<file path="src/rtl/flag_xfer_scheduler.sv">
// Round-robin scheduler that shares one toggle-based flag-crossing channel
// among NREQ source-domain requesters, enforcing GAP cycles between pulses.
module flag_xfer_scheduler #(
  parameter int NREQ = 4,
  parameter int IDW  = 2,
  parameter int GAP  = 6
) (
  input  logic            clock,
  input  logic            reset_n,
  input  logic            enable,
  input  logic [NREQ-1:0] req,
  input  logic            clr_overflow,
  output logic            flag_out,
  output logic [IDW-1:0]  flag_id,
  output logic [NREQ-1:0] grant,
  output logic [NREQ-1:0] pending,
  output logic            busy,
  output logic [NREQ-1:0] overflow,
  output logic            dbg_state
);

  localparam int CW = (GAP > 2) ? $clog2(GAP) : 1;
  // Counter reaches zero in the cycle before the earliest allowed next pulse.
  localparam logic [CW-1:0] CNT_LOAD = CW'(GAP - 1);

  typedef enum logic {S_IDLE, S_HOLD} state_t;

  state_t          state;
  logic [CW-1:0]   cnt;
  logic [IDW-1:0]  last;
  logic [IDW-1:0]  sel;
  logic [IDW-1:0]  hi_sel;
  logic [IDW-1:0]  lo_sel;
  logic            hi_found;
  logic            do_issue;
  logic [NREQ-1:0] iss_vec;

  // First pending index above last wins; otherwise wrap to the lowest pending.
  always_comb begin
    hi_found = 1'b0;
    hi_sel   = '0;
    lo_sel   = '0;
    for (int i = NREQ - 1; i >= 0; i--) begin
      if (pending[i] && (i > int'(last))) begin
        hi_found = 1'b1;
        hi_sel   = IDW'(i);
      end
      if (pending[i]) begin
        lo_sel = IDW'(i);
      end
    end
    sel = hi_found ? hi_sel : lo_sel;
  end

  assign do_issue  = enable && (|pending) &&
                     ((state == S_IDLE) || ((state == S_HOLD) && (cnt == '0)));
  assign iss_vec   = do_issue ? (NREQ'(1) << sel) : '0;
  assign dbg_state = (state == S_HOLD);

  always_ff @(posedge clock or negedge reset_n) begin
    if (!reset_n) begin
      state    <= S_IDLE;
      cnt      <= '0;
      last     <= IDW'(NREQ - 1);
      flag_out <= 1'b0;
      flag_id  <= '0;
      grant    <= '0;
      busy     <= 1'b0;
      pending  <= '0;
      overflow <= '0;
    end else begin
      // A request landing on its own issue cycle survives as a fresh pending bit.
      pending  <= (pending & ~iss_vec) | req;
      overflow <= (overflow & ~{NREQ{clr_overflow}}) | (req & pending & ~iss_vec);
      flag_out <= 1'b0;
      grant    <= '0;
      if (do_issue) begin
        flag_out <= 1'b1;
        grant    <= iss_vec;
        flag_id  <= sel;
        last     <= sel;
        busy     <= 1'b1;
        cnt      <= CNT_LOAD;
        state    <= S_HOLD;
      end else begin
        case (state)
          S_HOLD: begin
            if (cnt == '0) begin
              busy  <= 1'b0;
              state <= S_IDLE;
            end else begin
              cnt <= cnt - 1'b1;
            end
          end
          default: begin
            busy <= 1'b0;
          end
        endcase
      end
    end
  end

endmodule

</file>
<file path="config.mk">
export PLATFORM = sky130hd
export DESIGN_NAME = flag_xfer_scheduler
export DESIGN_NICKNAME = d
export VERILOG_FILES = /design/src/rtl/flag_xfer_scheduler.sv
export SDC_FILE = /design/constraint.sdc
export NUM_CORES = 1
export LEC_CHECK = 0
export BUFFER_PORTS_ARGS = -buffer_cell sky130_fd_sc_hd__buf_2
export CORE_ASPECT_RATIO = 1.75
export CORE_MARGIN = 2
export CORE_UTILIZATION = 40
export DETAILED_ROUTE_END_ITERATION = 16
export HOLD_SLACK_MARGIN = 0.03
export PLACE_DENSITY = 0.74
export RECOVER_POWER = 25
export SLEW_MARGIN = 10
export SYNTH_ARGS = -nofsm -noshare
export SYNTH_HDL_FRONTEND = slang
export SYNTH_SLANG_ARGS = --single-unit
</file>
<file path="constraint.sdc">
create_clock -name clock -period 1.5 [get_ports clock]
set_input_delay 0.15 -clock clock [delete_from_list [all_inputs] [get_ports clock]]
set_output_delay 0.15 -clock clock [all_outputs]
set_load 0.05 [all_outputs]
</file>
# After elaboration in Yosys (flattened, before gate mapping)

Cells that the tools add are included.

Flip-flop bits (word level): 22

Add/subtract/negate cells: 1
Magnitude comparators: 3
Eq/ne operators: 2
Shifts and indexed selects: 1
Multiplexer cells: 23
Bitwise gates (word level): 9
Reduce and logical (&&, ||, !) cells: 11

Operators by type and width:

| operator            | count |
|---|---|
| $and 4x4->4         | 4 |
| $mux 2              | 8 |
| $mux 1              | 10 |
| $mux 3              | 3 |
| $mux 4              | 2 |
| $not 4->4           | 2 |
| $or 4x4->4          | 2 |
| $logic_and 1x1->1   | 6 |
| $gt 2x2->1 const A  | 2 |
| $reduce_or 4->1     | 1 |
| $shl 1x2->4 const A | 1 |
| $logic_not 3->1     | 1 |
| $ne 3x1->1 const B  | 1 |
| $sub 3x1->3 const B | 1 |
| $gt 1x2->1 const A  | 1 |
| $ne 2x2->1 const B  | 1 |
| $reduce_and 2->1    | 1 |
| $reduce_bool 2->1   | 1 |
| $logic_or 1x1->1    | 1 |
| $not 1->1           | 1 |

# Longest topological paths before layout

Depth in word-level cells: 11
Depth in mapped cells: 9

# Worst setup path before layout

No wires, ideal clock.

Kind: flip-flop to flip-flop
Start point: register pending[1]
End point: register overflow[1]
Library setup time: 0.122 ns
Arrival time: 1.771 ns
Required time: 1.378 ns
Path slack: -0.393 ns
Stages on the path, launching flop included: 6
Buffers on the path: 1
Period minus slack after synthesis: 1.893 ns
Path through: dfrtp_1 buf_2 a21oi_2 o31ai_4 o211ai_4 a32o_1

Word-level cells in the longest chain between the ends: 8

Ends and longest elaborated chain:

| element                                     | line   | source |
|---|---|---|
| start: declaration                          | 16     | `output logic [NREQ-1:0] pending,` |
| start signal: assignment                    | 73     | `pending <= (pending & ~iss_vec) \| req;` |
| $mux 2 or $logic_and 1x1->1 (tied branches) | 48, 44 |  |
| $mux 2, or another cell as far along        | 48     | `if (pending[i]) begin` |
| $mux 2                                      | 52     | `sel = hi_found ? hi_sel : lo_sel;` |
| $shl 1x2->4                                 | 57     | `assign iss_vec = do_issue ? (NREQ'(1) << sel) : '0;` |
| $mux 4                                      | 57     |  |
| $not 4->4                                   | 74     | `overflow <= (overflow & ~{NREQ{clr_overflow}}) \| (req & pending & ~iss_vec);` |
| $and 4x4->4 (*)                             | 74     |  |
| $or 4x4->4 (*)                              | 74     |  |
| end signal: assignment                      | 74     |  |
| end: declaration                            | 18     | `output logic [NREQ-1:0] overflow,` |

Every way passes the cells marked *; elsewhere a longest branch is shown, timed or not.
A chain may end at the register's enable or synchronous reset.

# Worst setup path after layout

Start point: register last[1]
End point: register overflow[1]

Word-level cells in the longest chain between the ends: 11

Ends and longest elaborated chain:

| element                                        | line | source |
|---|---|---|
| start: declaration                             | 30   | `logic [IDW-1:0] last;` |
| start signal: assignment                       | 64   | `last <= IDW'(NREQ - 1);` |
| start signal: assignment                       | 81   | `last <= sel;` |
| $gt 2x2->1                                     | 44   | `if (pending[i] && (i > int'(last))) begin` |
| $logic_and 1x1->1                              | 44   |  |
| $mux 2 or $mux 1 (tied branches) (3 in series) | 44   |  |
| $mux 2 (*)                                     | 52   |  |
| $shl 1x2->4 (*)                                | 57   |  |
| $mux 4 (*)                                     | 57   |  |
| $not 4->4 (*)                                  | 74   |  |
| $and 4x4->4 (*)                                | 74   |  |
| $or 4x4->4 (*)                                 | 74   |  |

Marked as above.

==> reports/summary.txt <==
Status - complete, but fails checks
Violated checks - setup timing
IO Port Bufs - 24
Final Cycle Share - 1.083
Synth Area per Inst - 11.35 um^2
DRT Pass-1 Iters - 4
Crit path DAT - 1.78 ns
I/O pins - 25
Core area - 2492 um^2
Setup CP Type - reg2reg
R2r startpoint - last[1]
FF-to-FF path depth - 6
Crit path launch - last[1]
GRT Util Overall - 0.1810
Commonest non-fill, non-tap cell in the layout - buf_4
Number of global-route vias before repair - 946
Layout Utilization - 0.6376
Top Family by Delay on Critical Path - flip-flops
H-tree depth - 1
Final hold violations - 0
Drt initial violations - 13
# diodes - 0
RSZ-0062 raised after global routing - true
Max-slew violations - 0
Worst Skew - 0.004055 ns
Critical path fanouts, max - 6
Core Rows - 24
Synth top area cells - dfrtp_1 (47%), dfstp_2 (5.0%), nand2_1 (3.6%), nor2_1 (2.8%), o41ai_4 (2.6%)
Worst reg2reg setup slack - -0.12 ns
DP HPWL - 1783 um
Most numerous cell on the critical path - buf_6
Routed vias - 909
Gr ovfl total - 0
Critical path's largest stage delay - 0.62 ns
Achievable clock frequency - 615.4 MHz
Via density - 5.136
Max_cap viols - 0
Clk sink count - 22
Clk buf depth - 2
CP cell instances - buf_6, nor2b_4, o31ai_4, buf_6, o211ai_4, a32o_1
Min cycle time layout - 1.625 ns
FF-to-FF End - overflow[1]
Cells after Synth - 93
Synth Register Bits - 22
Initial antenna violation count - 0
Synth warn - 0
Post-place setup slack - -0.2192 ns
Wire per inst - 15.24 um
DRC viols - 0
Die Ht - 71.97 um
Crit path to - overflow[1]
Initial core utilization - 0.4237
Hold crit path type - in2reg
Placed cell areas - 1335 um^2
Static Leak - 0.8101 nW
CP required - 1.66 ns
GP Congestion - 0.7791
Yosys top cell by area - dfrtp_1
Maximum number of pins on one net before global-route repair - 23
Peak VDD IR - 1.104 mV
Fillers - 203
Clock slew at reported path FFs - 0.08 ns
CTS tree - done
Area grow syn2layout - 50.47%
Share of layout cells above drive strength 1 - 0.5960
Worst-margin pin slew - 0.5456 ns
CP startpoint kind - flip-flop
Register area - 558.0 um^2
Worst Setup End Kind - flip-flop
Die area - 3083 um^2
Synth unique cells - 39
Die W - 42.84 um
Top cell type's share of synthesized area - 0.4739
Final setup viols - 15
Critical Path Stages - 6
CTS root buf - clkbuf_8
Area of the multi-input gates - 521.8 um^2
PwrDens - 2054 nW/um^2
CTS Buf Count - 3
Mapped Nets - 103
Post-Syn Area - 1056 um^2
Worst-Skew Late Latency - 0.27 ns
Post-route ant nets - 0
Most frequent cells in the layout - buf_4 (30), buf_2 (23), dfrtp_1 (16)
Buffers and inverters on the worst path - 2
First-pass GRT wire length - 4215 um
Fin nets - 162
Seq/Total Area, Yosys - 0.5237
Critical Path Slowest Stage Cell - dfstp_2
Design area - 1589 um^2
Slew HR - 0.6362
Final WL - 2697 um
Setup ws final - -0.1249 ns
worst reg2reg max path, cell delays in order, from the launching register on:
cell and delay (ns):
dfstp_2 0.62, buf_6 0.13, nor2b_4 0.04, o31ai_4 0.26, buf_6 0.16, o211ai_4 0.08
a32o_1 0.22
registers in the layout, indices dropped and copies added (netlist names):
| signal | count |
|---|---|
| busy | 1 |
| cnt | 3 |
| dbg_state | 1 |
| flag_id | 2 |
| flag_out | 1 |
| grant | 4 |
| last | 2 |
| overflow | 4 |
| pending | 4 |
per-stage QoR:
step	TNS, ns	hold WS (ns)	cells	power [W]
after floorplan	-1.807	-0.1456	93	0.001904
after global placement	-1.157	0.1279	159	0.002311
after detailed placement	-2.350	0.1371	159	0.002369
after CTS	-0.3948	0.08009	172	0.003016
after global routing	-2.052	0.08100	177	0.003448
final	-0.9791	0.08089	177	0.003264
how the worst min path moves through the flow:
stage | startpoint | to | slack [ns] | cells after the start
6_report | req[1] | pending[1] | 0.08 | 2
5_1_grt | req[1] | pending[1] | 0.08 | 2
4_1_cts | req[1] | pending[1] | 0.08 | 2
3_5_place_dp | reset_n | overflow[1] | 0.14 | 1
3_3_place_gp | reset_n | overflow[1] | 0.13 | 1
2_1_floorplan | reset_n | busy | -0.15 | 0
kinds of logic after synthesis:
family,synth area share
buffers and inverters,0.05807
flip-flops,0.5237
multiplexers,0.009479
adder cells (fa/ha/maj),0.02369
AO/OA/AOI/OAI,0.2263
AND/OR/NAND/NOR,0.1588
synthesized netlist by cell type, drive strengths merged:
| cell type | count |
|---|---|
| a32o | 1 |
| o21bai | 3 |
| a21bo | 1 |
| ha | 2 |
| o22ai | 1 |
| nor2 | 8 |
| or2 | 1 |
| a21oi | 5 |
| nor4b | 1 |
| o41ai | 1 |
| nand3b | 1 |
| a31oi | 1 |
| buf | 4 |
| inv | 8 |
| o2bb2ai | 2 |
| o211ai | 1 |
| nand2 | 10 |
| o221a | 1 |
| and2 | 1 |
| nand2b | 3 |
| mux2i | 1 |
| dfstp | 2 |
| nand3 | 1 |
| nor3 | 1 |
| and3 | 1 |
| a21o | 3 |
| dfrtp | 20 |
| a211oi | 1 |
| o31ai | 1 |
| a22oi | 2 |
| and3b | 1 |
| nor2b | 2 |
| o21ai | 1 |
power by group:
group          switching (W)  internal [W]
combinational        0.00107      0.000841
sequential          0.000136      0.000791
clock               0.000197      0.000234
total                0.00140       0.00187
repair_timing:
item	in CTS	in global routing
hold buffers	1	0
hold endpoints to repair	20	0
pin swaps	3	10
gates resized for setup	9	13
setup endpoints to repair	17	18
gates cloned	0	0
buffers inserted	8	6
layout make-up:
| class | instances | share of cell area |
|---|---|---|
| clock buffers | 4 | 0.03465 |
| inverters | 8 | 0.02047 |
| multi-input cells | 59 | 0.3283 |
| flip-flops and latches | 22 | 0.3512 |
| well taps | 26 | 0.02047 |
| repair buffers | 58 | 0.2449 |
metal layers:
metal | wire, um | track usage
met5 | 0 | 0
met4 | 43 | 0.07292
met3 | 82 | 0.03234
met2 | 1616 | 0.3468
met1 | 955 | 0.1848
(Power assumes the default switching activity.)
